<file path="config.mk">
export PLATFORM = sky130hd
export DESIGN_NAME = seg_scan_ctrl
export DESIGN_NICKNAME = d
export VERILOG_FILES = /design/src/rtl/seg_scan_ctrl.sv
export SDC_FILE = /design/constraint.sdc
export NUM_CORES = 1
export LEC_CHECK = 0
export CAP_MARGIN = 40
export CORE_MARGIN = 4
export CORE_UTILIZATION = 52
export DETAILED_ROUTE_END_ITERATION = 16
export PLACE_DENSITY_LB_ADDON = 0.1
export SLEW_MARGIN = 20
export SYNTH_ARGS = -nofsm -noshare
export SYNTH_HDL_FRONTEND = slang
export SYNTH_SLANG_ARGS = --single-unit
</file>
<file path="constraint.sdc">
create_clock -name clk -period 9.8 [get_ports clk]
set_clock_uncertainty 0.1 [all_clocks]
set_input_delay 1.96 -clock clk [delete_from_list [all_inputs] [get_ports clk]]
set_output_delay 1.96 -clock clk [all_outputs]
set_load 0.1 [all_outputs]
</file>
<file path="src/rtl/seg_scan_ctrl.sv">
// seg_scan_ctrl: multiplexed 7-segment display scanner.
//   A prescaler divides clk into digit slots of SCAN_DIV cycles, and a digit
//   index walks all digits once per frame. Within each slot the digit is lit
//   for a brightness-dependent number of cycles. The last cycle of every slot
//   is always dark so that no digit ghosts into its neighbour.
//   The display inputs are snapshotted once per frame, in the frame_done
//   cycle, so every frame is drawn from one consistent set of values.
//
// Optional feature: define SEG_LZB_EN to blank leading zero digits. Digit 0
//   is never blanked. Without the macro, every enabled digit is shown.
//
// Ports:
//   clk        clock, rising edge
//   rst        asynchronous active-high reset
//   data       hex nibble per digit; nibble i = data[4i+3:4i], digit 0 rightmost
//   dp         decimal point per digit, 1 = lit
//   digit_en   per-digit enable, 0 = dark
//   bright     brightness 0..15 (15 = whole slot lit except the guard cycle)
//   SEG        active-low cathodes, SEG[6:0] = g..a, SEG[7] = dp
//   AN         active-low anodes, at most one bit low
//   frame_done one-cycle pulse in the last cycle of each frame
module seg_scan_ctrl #(
   parameter int NUM_DIGITS = 8,
   parameter int SCAN_DIV   = 100000
) (
   input  logic                    clk,
   input  logic                    rst,
   input  logic [4*NUM_DIGITS-1:0] data,
   input  logic [NUM_DIGITS-1:0]   dp,
   input  logic [NUM_DIGITS-1:0]   digit_en,
   input  logic [3:0]              bright,
   output logic [7:0]              SEG,
   output logic [NUM_DIGITS-1:0]   AN,
   output logic                    frame_done
);

   localparam int PW = $clog2(SCAN_DIV + 1);
   localparam int IW = (NUM_DIGITS > 1) ? $clog2(NUM_DIGITS) : 1;
   localparam logic [PW-1:0] P_LAST = PW'(SCAN_DIV - 1);
   localparam logic [IW-1:0] I_LAST = IW'(NUM_DIGITS - 1);

   logic [PW-1:0]           pcnt;
   logic [IW-1:0]           idx;
   logic [4*NUM_DIGITS-1:0] data_sh;
   logic [NUM_DIGITS-1:0]   dp_sh;
   logic [NUM_DIGITS-1:0]   en_sh;
   logic [3:0]              bright_sh;
   logic [PW-1:0]           on_thresh;

   logic                    pcnt_last;
   logic                    idx_last;
   logic [31:0]             thr_full;
   logic [NUM_DIGITS-1:0]   blank;
   logic [3:0]              cur_nib;
   logic                    cur_dp;
   logic                    cur_en;
   logic                    cur_blank;
   logic [NUM_DIGITS-1:0]   an_sel;
   logic                    lit;
   logic [6:0]              seg_dec;

   assign pcnt_last  = (pcnt == P_LAST);
   assign idx_last   = (idx == I_LAST);
   assign frame_done = pcnt_last && idx_last;

   // Lit window for the next frame, from the brightness value being captured.
   assign thr_full = ((32'(bright) + 32'd1) * 32'(SCAN_DIV)) >> 4;

`ifdef SEG_LZB_EN
   logic zero_above;

   // Walk from the most significant digit down; a digit is blanked while it
   // and everything above it is zero.
   always_comb begin
      blank      = '0;
      zero_above = 1'b1;
      for (int i = NUM_DIGITS - 1; i >= 1; i--) begin
         zero_above = zero_above && (data_sh[4*i +: 4] == 4'h0);
         blank[i]   = zero_above;
      end
   end
`else
   assign blank = '0;
`endif

   always_comb begin
      cur_nib   = 4'h0;
      cur_dp    = 1'b0;
      cur_en    = 1'b0;
      cur_blank = 1'b0;
      an_sel    = '1;
      for (int i = 0; i < NUM_DIGITS; i++) begin
         if (idx == IW'(i)) begin
            cur_nib   = data_sh[4*i +: 4];
            cur_dp    = dp_sh[i];
            cur_en    = en_sh[i];
            cur_blank = blank[i];
            an_sel[i] = 1'b0;
         end
      end
   end

   // Last cycle of every slot is forced dark as an inter-digit guard.
   assign lit = cur_en && !cur_blank && (pcnt < on_thresh) && !pcnt_last;

   always_comb begin
      seg_dec = 7'h7F;
      case (cur_nib)
         4'h0: seg_dec = 7'h40;
         4'h1: seg_dec = 7'h79;
         4'h2: seg_dec = 7'h24;
         4'h3: seg_dec = 7'h30;
         4'h4: seg_dec = 7'h19;
         4'h5: seg_dec = 7'h12;
         4'h6: seg_dec = 7'h02;
         4'h7: seg_dec = 7'h78;
         4'h8: seg_dec = 7'h00;
         4'h9: seg_dec = 7'h10;
         4'hA: seg_dec = 7'h08;
         4'hB: seg_dec = 7'h03;
         4'hC: seg_dec = 7'h46;
         4'hD: seg_dec = 7'h21;
         4'hE: seg_dec = 7'h06;
         4'hF: seg_dec = 7'h0E;
         default: seg_dec = 7'h7F;
      endcase
   end

   always_ff @(posedge clk or posedge rst) begin
      if (rst) begin
         pcnt      <= '0;
         idx       <= '0;
         data_sh   <= '0;
         dp_sh     <= '0;
         en_sh     <= '0;
         bright_sh <= '0;
         on_thresh <= '0;
         AN        <= '1;
         SEG       <= 8'hFF;
      end else begin
         if (pcnt_last) begin
            pcnt <= '0;
            idx  <= idx_last ? '0 : idx + 1'b1;
         end else begin
            pcnt <= pcnt + 1'b1;
         end

         if (frame_done) begin
            data_sh   <= data;
            dp_sh     <= dp;
            en_sh     <= digit_en;
            bright_sh <= bright;
            on_thresh <= thr_full[PW-1:0];
         end

         if (lit) begin
            AN  <= an_sel;
            SEG <= {~cur_dp, seg_dec};
         end else begin
            AN  <= '1;
            SEG <= 8'hFF;
         end
      end
   end

endmodule

</file>
==> metrics.sh, run 1 <==
DRIVE_ABOVE_1_SHARE_PCT=17.4
SETUP_VIOL=0
ROUTED_WL_MM=13.3
SYN_AVG_CELL_AREA_SQ_UM=10.7
CLKSLEWWORSTSETUPHOLDPATHS_PS=70
FIN_NETS=762
TIMING.SETUP.TNS_PS=0
RUN_STATUS='completed'
CTS_MAX_PATH_BUFFERS=2
HOLD_DEPTH=2
PLACEMENTROWS=39
DIEHEIGHT_MICRONS=116
CP_MAX_FO=35
YS.FLOP_TYPE='sky130_fd_sc_hd__dfrtp_1'
CLOCK_BUFFERS_CREATED_BY_TRITONCTS=9
CLK_SINK_COUNT=100
TIGHTEST_SLEW_PS=657
MAXCLOCKFREQUENCY_MHz=168
CRITPATHREQUIREDTIME_PS=7740
NUMBER_OF_FLOPS_MAPPED_TO_ENABLE_CELLS_BY_YOSYS=0
GRT_PASS1_WL_MM=22.1
CTS.HTREE.LEVELS=3
IO_BUFFERS=70
DR.PASS1.ITERS=4
GRT_UTIL_MET3_PCT=4.35
CTS_RESIZED=0
NETLIST.AREA_LEADER.SHARE_PCT=34.5
PLACED_CELLS_INCL_TAPS=780
YOSYS_WARNINGS=0
TIMING_HOLD_VIOLATIONS_FINAL=0
POSTSYNTHCELLCOUNT=568
SYNTH_ASYNC_SR_FLOP_SHARE_PCT=100
NUMBER_OF_GLOBAL_ROUTE_VIAS_BEFORE_REPAIR=4514
PWR_DENSITY_CELL_nW_PER_UM2=128
MIN_PERIOD_OVER_PERIOD_PCT=60.7
DRT_DRC_VIOLATIONS_LEFT=0
OVERFLOW=0
FINAL_ANTENNA_NET_COUNT=0
LEAKAGEPOWER_nW=3.61
SYN_TO_FINAL_GROWTH_PCT=22.4
CRITPATHCAPTURETYPE='output port'
SEQ_AREA_FRAC_SYNTH_PCT=41.4
POSTSYNTHREGISTERBITS=100
POST_CTS.REPAIR.SETUP_BUFFERS=0
PATH_CLASS='reg -> out'
FLOORPLAN.DIE.WIDTH_MICRONS=116
FILLCELLCOUNT=895
NETLIST_AREA_SQ_UM=6090
IOPINCOUNT=71
MOST_FREQUENT_CELL_AFTER_SYNTHESIS='sky130_fd_sc_hd__dfrtp_1'
VIAS_PER_CELL=5.59
MAPPED_NETS=680
IR_DROP_mV=0.151
FINAL-MAX-SLEW-VIOLATION-COUNT=0
UNREPAIRED_SETUP_ENDPOINTS_AFTER_GLOBAL_ROUTING='no'
GRT_USAGE_PCT=20.7
CLK_LATENCY_PS=350
TRITONCTS='done'
DIODE_INSERTION_COUNT_FOR_ANTENNA_REPAIR=0
POST_LAYOUT_NONFILLER_INSTANCES=798
FIN_WORST_HOLD_SLACK_PS=378
HPWLAFTERDP_MM=9.84
PERIOD_MINUS_SLACK_PS=5950
NETLIST_TOP_CELLS_AREA='sky130_fd_sc_hd__dfrtp_1 (35%), sky130_fd_sc_hd__ha_1 (12%), sky130_fd_sc_hd__mux2_4 (11%)'
POSTLAYOUTCELLAREA_SQ_UM=7450
R2R.WORST_PATH.CELLS=10
GLOBAL_ROUTE.USAGE.MET1_PCT=26.2
DRV_CAP=0
HOLDBUFCOUNTCTS=0
SYNTHDISTINCTLIBCELLS=61
DETAILROUTE.VIA_COUNT=4464
YOSYS-TOP-CELLS-COUNT='sky130_fd_sc_hd__dfrtp_1 (84), sky130_fd_sc_hd__ha_1 (57), sky130_fd_sc_hd__nand2_1 (44), sky130_fd_sc_hd__mux2_4 (43)'
NETLIST.TOP_CELL.BY_AREA='sky130_fd_sc_hd__dfrtp_1'
MIN_PATH_TYPE='reg -> reg'
FLOORPLAN.DIE_AREA_SQ_UM=13500
GLOBALROUTEMET2UTIL_PCT=36.2
AVGROUTEDWIREPERCELL_MICRONS=16.7
DETAILEDROUTE.FIRSTITERATIONVIOLATIONS=236
CP-START-KIND='flip-flop'
TOP_USAGE_LAYER='met2'
FLOORPLAN.CORE_AREA_SQ_UM=11500
CTS_ROOT_BUF='sky130_fd_sc_hd__clkbuf_16'
PLACE.GP.CONGESTION=0.842
SLEW_HEADROOM_PCT=56.2
GRT_START_MAX_NET_PINS=52
WORST-ENDPOINT-ARRIVAL_PS=3890
FIN_UTIL_PCT=65.0
GRT_ANTENNA_BEFORE_REPAIR=0
FLOORPLAN.INITIALDENSITY_PCT=53.1
PLACEMENT.CELL_AREA_SQ_UM=7170
-- state kept, by name, indices dropped and copies added, names as in the netlist --
| name | cells |
|---|---|
| AN | 8 |
| SEG | 8 |
| data_sh | 32 |
| dp_sh | 8 |
| en_sh | 8 |
| idx | 3 |
| on_thresh | 16 |
| pcnt | 17 |
-- logic make-up after synthesis --
group / count (synthesis) / share of synthesized area [%]
AO/OA/AOI/OAI: 108 / 11.9
buffers and inverters: 63 / 4.74
multiplexers: 56 / 12.8
adder cells (fa/ha/maj): 58 / 12.0
other: 1 / 0.0616
XOR/XNOR: 27 / 3.88
AND/OR/NAND/NOR: 155 / 13.2
flip-flops: 100 / 41.4
-- cells in the final DEF, fill, tap and decap left out, types with 3 or more instances in the layout --
master                            instances
sky130_fd_sc_hd__dfrtp_1                 84
sky130_fd_sc_hd__clkdlybuf4s50_1         70
sky130_fd_sc_hd__ha_1                    57
sky130_fd_sc_hd__nand2_1                 44
sky130_fd_sc_hd__mux2_4                  43
sky130_fd_sc_hd__o21ai_0                 36
sky130_fd_sc_hd__inv_1                   35
sky130_fd_sc_hd__nand3_1                 31
sky130_fd_sc_hd__a21oi_1                 20
sky130_fd_sc_hd__buf_8                   18
sky130_fd_sc_hd__nor2_1                  17
sky130_fd_sc_hd__dfstp_2                 16
sky130_fd_sc_hd__xnor2_1                 14
sky130_fd_sc_hd__xor2_1                  13
sky130_fd_sc_hd__a211oi_1                11
sky130_fd_sc_hd__and3_1                  10
sky130_fd_sc_hd__nor2b_1                 10
sky130_fd_sc_hd__mux2i_1                 10
sky130_fd_sc_hd__clkbuf_16                9
sky130_fd_sc_hd__nor3_1                   6
sky130_fd_sc_hd__nand4_1                  6
sky130_fd_sc_hd__nand3b_1                 6
sky130_fd_sc_hd__a221oi_1                 5
sky130_fd_sc_hd__nand2b_1                 5
sky130_fd_sc_hd__o211ai_1                 5
sky130_fd_sc_hd__clkinv_1                 3
sky130_fd_sc_hd__and2_1                   3
sky130_fd_sc_hd__or2_2                    3
sky130_fd_sc_hd__a31oi_1                  3
sky130_fd_sc_hd__nor3b_1                  3
sky130_fd_sc_hd__o221ai_1                 3
sky130_fd_sc_hd__a31o_2                   3
sky130_fd_sc_hd__mux2_2                   3
sky130_fd_sc_hd__a21o_1                   3
sky130_fd_sc_hd__o31ai_1                  3
sky130_fd_sc_hd__clkbuf_1                 3
sky130_fd_sc_hd__buf_4                    3
-- worst paths after layout --
path / start / to / slack, ps
worst min-delay path: on_thresh[14]$_DFFE_PP0P_ / on_thresh[14]$_DFFE_PP0P_ / 380
worst max-delay path: idx[2]$_DFFE_PP0N_ / frame_done / 3850
max in group asynchronous: rst / AN[3]$_DFF_PP1_ / 6750
worst max register to register: idx[2]$_DFFE_PP0N_ / SEG[4]$_DFF_PP1_ / 5640
worst min register to register: on_thresh[14]$_DFFE_PP0P_ / on_thresh[14]$_DFFE_PP0P_ / 380
min in group asynchronous: rst / pcnt[5]$_DFF_PP0_ / 1810
-- layout make-up --
type,instances,area [sq um],area share [%]
Clock buffer,12,236,3.17
Tap cell,143,179,2.40
Inverter,39,149,2.00
Clock inverter,4,26.3,0.352
Timing Repair Buffer,95,1060,14.2
Sequential cell,100,2520,33.8
Multi-Input combinational cell,405,3280,44.1
-- worst max-delay path, cell delays in order, from the launching register on --
cell and delay, ps:
sky130_fd_sc_hd__dfrtp_1 770, sky130_fd_sc_hd__ha_1 380, sky130_fd_sc_hd__buf_8 210, sky130_fd_sc_hd__clkinv_1 270
sky130_fd_sc_hd__or4_4 880, sky130_fd_sc_hd__clkinv_1 260, sky130_fd_sc_hd__clkdlybuf4s50_1 560, sky130_fd_sc_hd__buf_8 210
-- metrics by stage --
stage / setup slack [ps] / power [mW]
floorplan: 4800 / 0.572
global placement: 3210 / 0.625
detailed placement: 3710 / 0.639
CTS: 3350 / 0.966
global route: 3630 / 1.00
finish: 3850 / 0.954
-- report_power, final --
part,switching (mW),total [mW],leakage (nW),internal [mW]
clock,0.151,0.323,0.127,0.172
sequential,0.00831,0.438,1.13,0.430
combinational,0.100,0.193,2.35,0.0924
total,0.260,0.954,3.61,0.694
-- routing by layer --
layer  vias to the layer above  routed length, microns  part of all wire (%)
met1                      2193                    5870                    44
met4                         0                      93                  0.70
li1                       2185                       -                     -
met3                         8                     559                   4.2
met2                        78                    6810                    51
met5                         -                       0                     0
Note: power is estimated with default switching activity, not from simulation.
==> run 2: changes to the inputs <==
--- a/config.mk
+++ b/config.mk
@@ -7,7 +7,7 @@
 export LEC_CHECK = 0
 export CAP_MARGIN = 40
 export CORE_MARGIN = 4
-export CORE_UTILIZATION = 52
+export CORE_UTILIZATION = 51
 export DETAILED_ROUTE_END_ITERATION = 16
 export PLACE_DENSITY_LB_ADDON = 0.1
 export SLEW_MARGIN = 20
==> constraint.sdc (replaced) <==
create_clock -name clk -period 4.85 [get_ports clk]
set_clock_uncertainty 0.1 [all_clocks]
set_input_delay 0.97 -clock clk [delete_from_list [all_inputs] [get_ports clk]]
set_output_delay 0.97 -clock clk [all_outputs]
set_load 0.1 [all_outputs]
==> run 2 against run 1 <==
  * Utilization grew 0.27 points
  * Wire length rose by 2.2%
  * Critical path depth up 7
  * Clock-buffer cell count is the same
  * Final area grew 1.3%
  * Combinational power grew 100%
  * Final cell count increased by 0.88%
  * Global-route usage rose by 0.53 points
  * Sequential share of layout area decreased by 0.43 points
  * Register-to-register slack got worse by 4300 ps
  * Critical endpoint is now on_thresh[14]$_DFFE_PP0P_
  * Largest power group unchanged
==> metrics.sh, run 2 (synthesis results as in run 1) <==
RUN_STATUS='completed'  # unchanged
CLK_SINK_COUNT=100  # unchanged
FLOORPLAN.CORE_AREA_SQ_UM=11600  # was 11500 sq um
SLEW_HEADROOM_PCT=57.6  # was 56.2%
CTS.HTREE.LEVELS=3  # unchanged
TIMING.SETUP.TNS_PS=0  # unchanged
CRITICAL_PATH.MAX_STAGE_DELAY_PS=510  # was 880 ps
CRITPATHREQUIREDTIME_PS=4970  # was 7740 ps
CP_CELL_SEQUENCE='clkdlybuf4s50_1, ha_1, and3_1, ha_1, xor2_1, ha_1, ha_1, ha_1, a211oi_1, o21ai_0, a31o_2, a31o_2, xnor2_1, o21ai_0'  # was ha_1, buf_8, clkinv_1, or4_4, clkinv_1, clkdlybuf4s50_1, buf_8
FLOORPLAN.INITIALDENSITY_PCT=52.7  # was 53.1%
IOPINCOUNT=71  # unchanged
MIN_PERIOD_OVER_PERIOD_PCT=90.3
PLACED_CELLS_INCL_TAPS=788  # was 780
HOLDBUFCOUNTCTS=0  # unchanged
LAYOUT.CELLS.MOST_COMMON='sky130_fd_sc_hd__dfrtp_1'  # unchanged
R2R-END='SEG[4]$_DFF_PP1_'  # unchanged
ROUTED_WL_MM=13.6  # was 13.3 mm
DIEHEIGHT_MICRONS=117  # was 116 microns
AVGROUTEDWIREPERCELL_MICRONS=16.9  # was 16.7 microns
SLOWEST_CELL_ON_THE_CRITICAL_PATH='sky130_fd_sc_hd__clkdlybuf4s50_1'  # was sky130_fd_sc_hd__or4_4
LEAKAGEPOWER_nW=3.66  # was 3.61 nW
CP-START-KIND='input port'  # was flip-flop
POST_CTS.REPAIR.SETUP_BUFFERS=0  # unchanged
CLK_LATENCY_PS=350  # about the same
NUMBER_OF_GLOBAL_ROUTE_VIAS_BEFORE_REPAIR=4617  # was 4514
TIMING_HOLD_VIOLATIONS_FINAL=0  # unchanged
SYN_TO_FINAL_GROWTH_PCT=23.9  # was 22.4%
UNREPAIRED_SETUP_ENDPOINTS_AFTER_GLOBAL_ROUTING='no'  # unchanged
OVERFLOW=0  # unchanged
GLOBAL_ROUTE.USAGE.MET1_PCT=25.7  # was 26.2%
PLACE.GP.CONGESTION=0.862  # was 0.842
PERIOD_MINUS_SLACK_PS=4380
FIN_NETS=769  # was 762
DRV_CAP=0  # unchanged
CP_MAX_FO=5  # was 35
FF2FF_SETUP_SLACK_PS=1390  # was 5640 ps
DRIVE_ABOVE_1_SHARE_PCT=18.6  # was 17.4%
DIODE_INSERTION_COUNT_FOR_ANTENNA_REPAIR=0  # unchanged
TIGHTEST_SLEW_PS=637  # was 657 ps
PLACE_WS_PS=120  # was 3710 ps
FINAL-MAX-SLEW-VIOLATION-COUNT=0  # unchanged
FINAL_ANTENNA_NET_COUNT=0  # unchanged
SETUP_VIOL=0  # unchanged
MOSTFREQUENTLAYOUTCELLS='sky130_fd_sc_hd__dfrtp_1 (84), sky130_fd_sc_hd__clkdlybuf4s50_1 (69), sky130_fd_sc_hd__ha_1 (57)'  # was sky130_fd_sc_hd__dfrtp_1 (84), sky130_fd_sc_hd__clkdlybuf4s50_1 (70), sky130_fd_sc_hd__ha_1 (57)
GRT_PASS1_WL_MM=22.6  # was 22.1 mm
CTS_RESIZED=0  # unchanged
PATH_CLASS='in -> reg'  # was reg -> out
GRT_START_MAX_NET_PINS=51  # was 52
WORSTREG2REGSTART='idx[0]$_DFFE_PP0N_'  # was idx[2]$_DFFE_PP0N_
CRIT_PATH_LEADING_DELAY_FAMILY='adder cells'  # was buffers and inverters
HPWLAFTERDP_MM=10.2  # was 9.84 mm
POST-LAYOUT-TOTAL-POWER_mW=2.05  # was 0.954 mW
DETAILEDROUTE.FIRSTITERATIONVIOLATIONS=210  # was 236
MIN_PATH_TYPE='reg -> reg'  # unchanged
VIAS_PER_CELL=5.59  # about the same
HOLD_START='on_thresh[10]$_DFFE_PP0P_'  # was on_thresh[14]$_DFFE_PP0P_
FIN_WS_PS=471  # was 3850 ps
DR.PASS1.ITERS=4  # unchanged
WORST-ENDPOINT-ARRIVAL_PS=4500  # was 3890 ps
CTS_ROOT_BUF='sky130_fd_sc_hd__clkbuf_16'  # unchanged
CRIT_BUF_INV=1  # was 5
TOP_USAGE_LAYER='met2'  # unchanged
PWR_DENSITY_CELL_nW_PER_UM2=271  # was 128 nW/um^2
HOLD_DEPTH=2  # unchanged
CTS_MAX_PATH_BUFFERS=2  # unchanged
LARGEST-REGISTER='data_sh'  # unchanged
DETAILROUTE.VIA_COUNT=4502  # was 4464
LARGESTREGISTERS='data_sh: 32 flops, pcnt: 17 flops, on_thresh: 16 flops'  # unchanged
GLOBALROUTEMET2UTIL_PCT=37.0  # was 36.2%
FLOORPLAN.DIE.WIDTH_MICRONS=117  # was 116 microns
CRITPATHCAPTURETYPE='flip-flop'  # was output port
END_POINT_OF_THE_MOST_CRITICAL_HOLD_PATH='on_thresh[10]$_DFFE_PP0P_'  # was on_thresh[14]$_DFFE_PP0P_
GRT_USAGE_PCT=21.2  # was 20.7%
CLOCK_BUFFERS_CREATED_BY_TRITONCTS=9  # unchanged
GRT_UTIL_MET3_PCT=5.04  # was 4.35%
IO_BUFFERS=70  # unchanged
DRT_DRC_VIOLATIONS_LEFT=0  # unchanged
CLKSLEWWORSTSETUPHOLDPATHS_PS=60  # was 70 ps
PLACEMENTROWS=39  # unchanged
R2R.WORST_PATH.CELLS=11  # was 10
LARGEST_REGISTER_FFS=32  # unchanged
CRITICAL_PATH.MOST_COMMON_CELL='sky130_fd_sc_hd__ha_1'
FLOORPLAN.DIE_AREA_SQ_UM=13800  # was 13500 sq um
GRT_ANTENNA_BEFORE_REPAIR=0  # unchanged
IR_DROP_mV=0.225  # was 0.151 mV
TRITONCTS='done'  # unchanged
POST_LAYOUT_NONFILLER_INSTANCES=805  # was 798
MAXCLOCKFREQUENCY_MHz=228
[run 2: worst register-to-register path: stages (launching register included)]
cell,delay [ps]
sky130_fd_sc_hd__dfrtp_1,400
sky130_fd_sc_hd__inv_1,130
sky130_fd_sc_hd__ha_1,560
sky130_fd_sc_hd__nor2b_1,320
sky130_fd_sc_hd__a221oi_1,110
sky130_fd_sc_hd__or4_1,570
sky130_fd_sc_hd__nand4_1,230
sky130_fd_sc_hd__inv_1,120
sky130_fd_sc_hd__ha_1,260
sky130_fd_sc_hd__o311ai_0,320
sky130_fd_sc_hd__a31o_2,170
sky130_fd_sc_hd__nand3_1,70
[run 2: worst max path at each step]
stage	cells after the start	to	slack (ps)	start
6_report	14	on_thresh[14]$_DFFE_PP0P_	470	bright[1]
3_3_place_gp	14	on_thresh[16]$_DFFE_PP0P_	210	bright[1]
2_1_floorplan	13	on_thresh[13]$_DFFE_PP0P_	840	bright[0]
3_5_place_dp	14	on_thresh[14]$_DFFE_PP0P_	120	bright[1]
4_1_cts	14	on_thresh[14]$_DFFE_PP0P_	480	bright[1]
5_1_grt	14	on_thresh[16]$_DFFE_PP0P_	320	bright[1]
[run 2: cell type report]
type	count	area, sq um
tap	143	179
sequential	100	2520
multi-input combinational	405	3280
clock buffer	12	246
timing repair buffer	102	1100
fill	914	4020
inverter	39	149
clock inverter	4	72.6
[run 2: stage by stage]
step,hold WS [ps],util [%],area [sq um]
3_5_place_dp,375,62.4,7220
2_1_floorplan,350,-,6090
3_3_place_gp,370,60.0,6940
5_1_grt,410,65.3,7550
6_report,383,65.3,7550
4_1_cts,389,65.2,7530
[run 2: power breakdown]
group          switching [mW]  leakage (nW)  total (mW)  internal, mW
Combinational           0.202          2.38       0.391         0.189
Clock                   0.303         0.153       0.768         0.465
Sequential             0.0177          1.13       0.886         0.869
Total                   0.523          3.66        2.05          1.52
[run 2: routing by layer]
metal	share of wire, %	wire length, microns
met3	4.2	571
met1	42	5770
met2	51	7000
met5	0	0
met4	2.1	283
==> variant, RTL diff (settings of run 1) <==
Add an input register stage for `data`, `dp`, `digit_en` and `bright`, cleared by the reset; this delays them by one clock. Comments in the files are not updated.
--- a/src/rtl/seg_scan_ctrl.sv
+++ b/src/rtl/seg_scan_ctrl.sv
@@ -41,2 +41,21 @@
 
+   logic [4*NUM_DIGITS-1:0] data_q;
+   logic [NUM_DIGITS-1:0] dp_q;
+   logic [NUM_DIGITS-1:0] digit_en_q;
+   logic [3:0] bright_q;
+
+   always_ff @(posedge clk or posedge rst) begin
+      if (rst) begin
+         data_q     <= '0;
+         dp_q       <= '0;
+         digit_en_q <= '0;
+         bright_q   <= '0;
+      end else begin
+         data_q     <= data;
+         dp_q       <= dp;
+         digit_en_q <= digit_en;
+         bright_q   <= bright;
+      end
+   end
+
    logic [PW-1:0]           pcnt;
@@ -66,3 +85,3 @@
    // Lit window for the next frame, from the brightness value being captured.
-   assign thr_full = ((32'(bright) + 32'd1) * 32'(SCAN_DIV)) >> 4;
+   assign thr_full = ((32'(bright_q) + 32'd1) * 32'(SCAN_DIV)) >> 4;
 
@@ -148,6 +167,6 @@
          if (frame_done) begin
-            data_sh   <= data;
-            dp_sh     <= dp;
-            en_sh     <= digit_en;
-            bright_sh <= bright;
+            data_sh   <= data_q;
+            dp_sh     <= dp_q;
+            en_sh     <= digit_en_q;
+            bright_sh <= bright_q;
             on_thresh <= thr_full[PW-1:0];
Function: no difference found for any inputs over 10 cycles, from zero or initial values and one cycle with rst high; that may be too few to reach the edited logic, so the function may still have changed.
==> variant against run 1 <==
Sequential power up 47%; setup slack better by 920 ps; non-clock buffer count down 1; total power up 47%; design area up 20%; routed wire length up 15%; global-route usage down 0.27 points; via count up 18%; sequential cell count up 52; synthesized area up 18%.
==> variant: results <==
metrics = {
    "finish": {
        "top_regs": "data_q x32, data_sh x32, pcnt x17",
        "sh_seq_area_pct": 42.8,
        "clk_share_pct": 6.62,
        "buffer_area_share_pct": 11.9,
        "nNonClkBuffers": 94,
        "nets": 898,
        "nMultiInputCombCells": 488,
        "layout-drive-gt1-share_pct": 10.8,
        "nNonClkInverters": 33,
    },
    "grt": {
        "use_met1_pct": 27.6,
        "grt_start_max_net_pins": 67,
        "met2_usage_pct": 32.4,
        "grt_pass1_vias": 5245,
        "grt_pass1_wl_um": 25500,
        "grtUsageMet3_pct": 4.32,
    },
    "clocking": {
        "clk_latency_ps": 430,
        "h-tree-depth": 4,
        "numCtsBuffers": 17,
    },
    "logic_synthesis": {
        "synth_top_cells_by_area": "dfrtp_1, ha_1, nand2_1, dfstp_2, o21ai_0",
        "syn-mean-instance-area_um2": 10.2,
        "synth_compound_area_share_pct": 10.5,
        "synth_xor_area_share_pct": 3.16,
        "syn_nets": 817,
        "muxShareOfSynthArea_pct": 0.835,
        "synthCells": 705,
        "synth_fa_ha_area_share_pct": 10.2,
    },
    "place": {
        "gp_congestion": 0.907,
        "hpwlAfterDp_um": 11000,
        "pre_cts_slack_ps": 5230,
        "placed_cell_area_um2": 8340,
    },
    "power": {
        "peakVddDrop_mv": 0.142,
    },
    "critical_path": {
        "worstPathArrival_ps": 2970,
        "crit_fanout": 21,
    },
    "detailed_routing": {
        "wl_met1_um": 6910,
        "wl_met2_um": 7430,
        "drt-vias-per-instance": 5.41,
    },
    "outcome": {
        "status": "finished, final reports clean",
    },
}
==> variant: critical path, cell delays in order, from the launching register on <==
cell             delay [ps]
dfrtp_1                 710
ha_1                    760
and4_1                  340
clkdlybuf4s50_1         520
buf_8                   200
==> variant: path summary, 6_finish.rpt <==
path	start	endpoint	slack, ps	cells after the start
min	data_q[8]$_DFF_PP0_	data_sh[8]$_DFFE_PP0P_	340	2
min in group asynchronous	rst	bright_q[3]$_DFF_PP0_	1870	2
min reg2reg	data_q[8]$_DFF_PP0_	data_sh[8]$_DFFE_PP0P_	340	2
max	idx[2]$_DFFE_PP0N_	frame_done	4770	4
max reg2reg	bright_q[0]$_DFF_PP0_	on_thresh[16]$_DFFE_PP0P_	5830	13
max in group asynchronous	rst	AN[6]$_DFF_PP1_	6560	4
==> variant: where the power goes <==
part | internal [mW] | switching [mW] | leakage (nW)
registers | 0.639 | 0.00414 | 1.89
logic | 0.0559 | 0.0594 | 2.10
clock network | 0.386 | 0.257 | 0.287
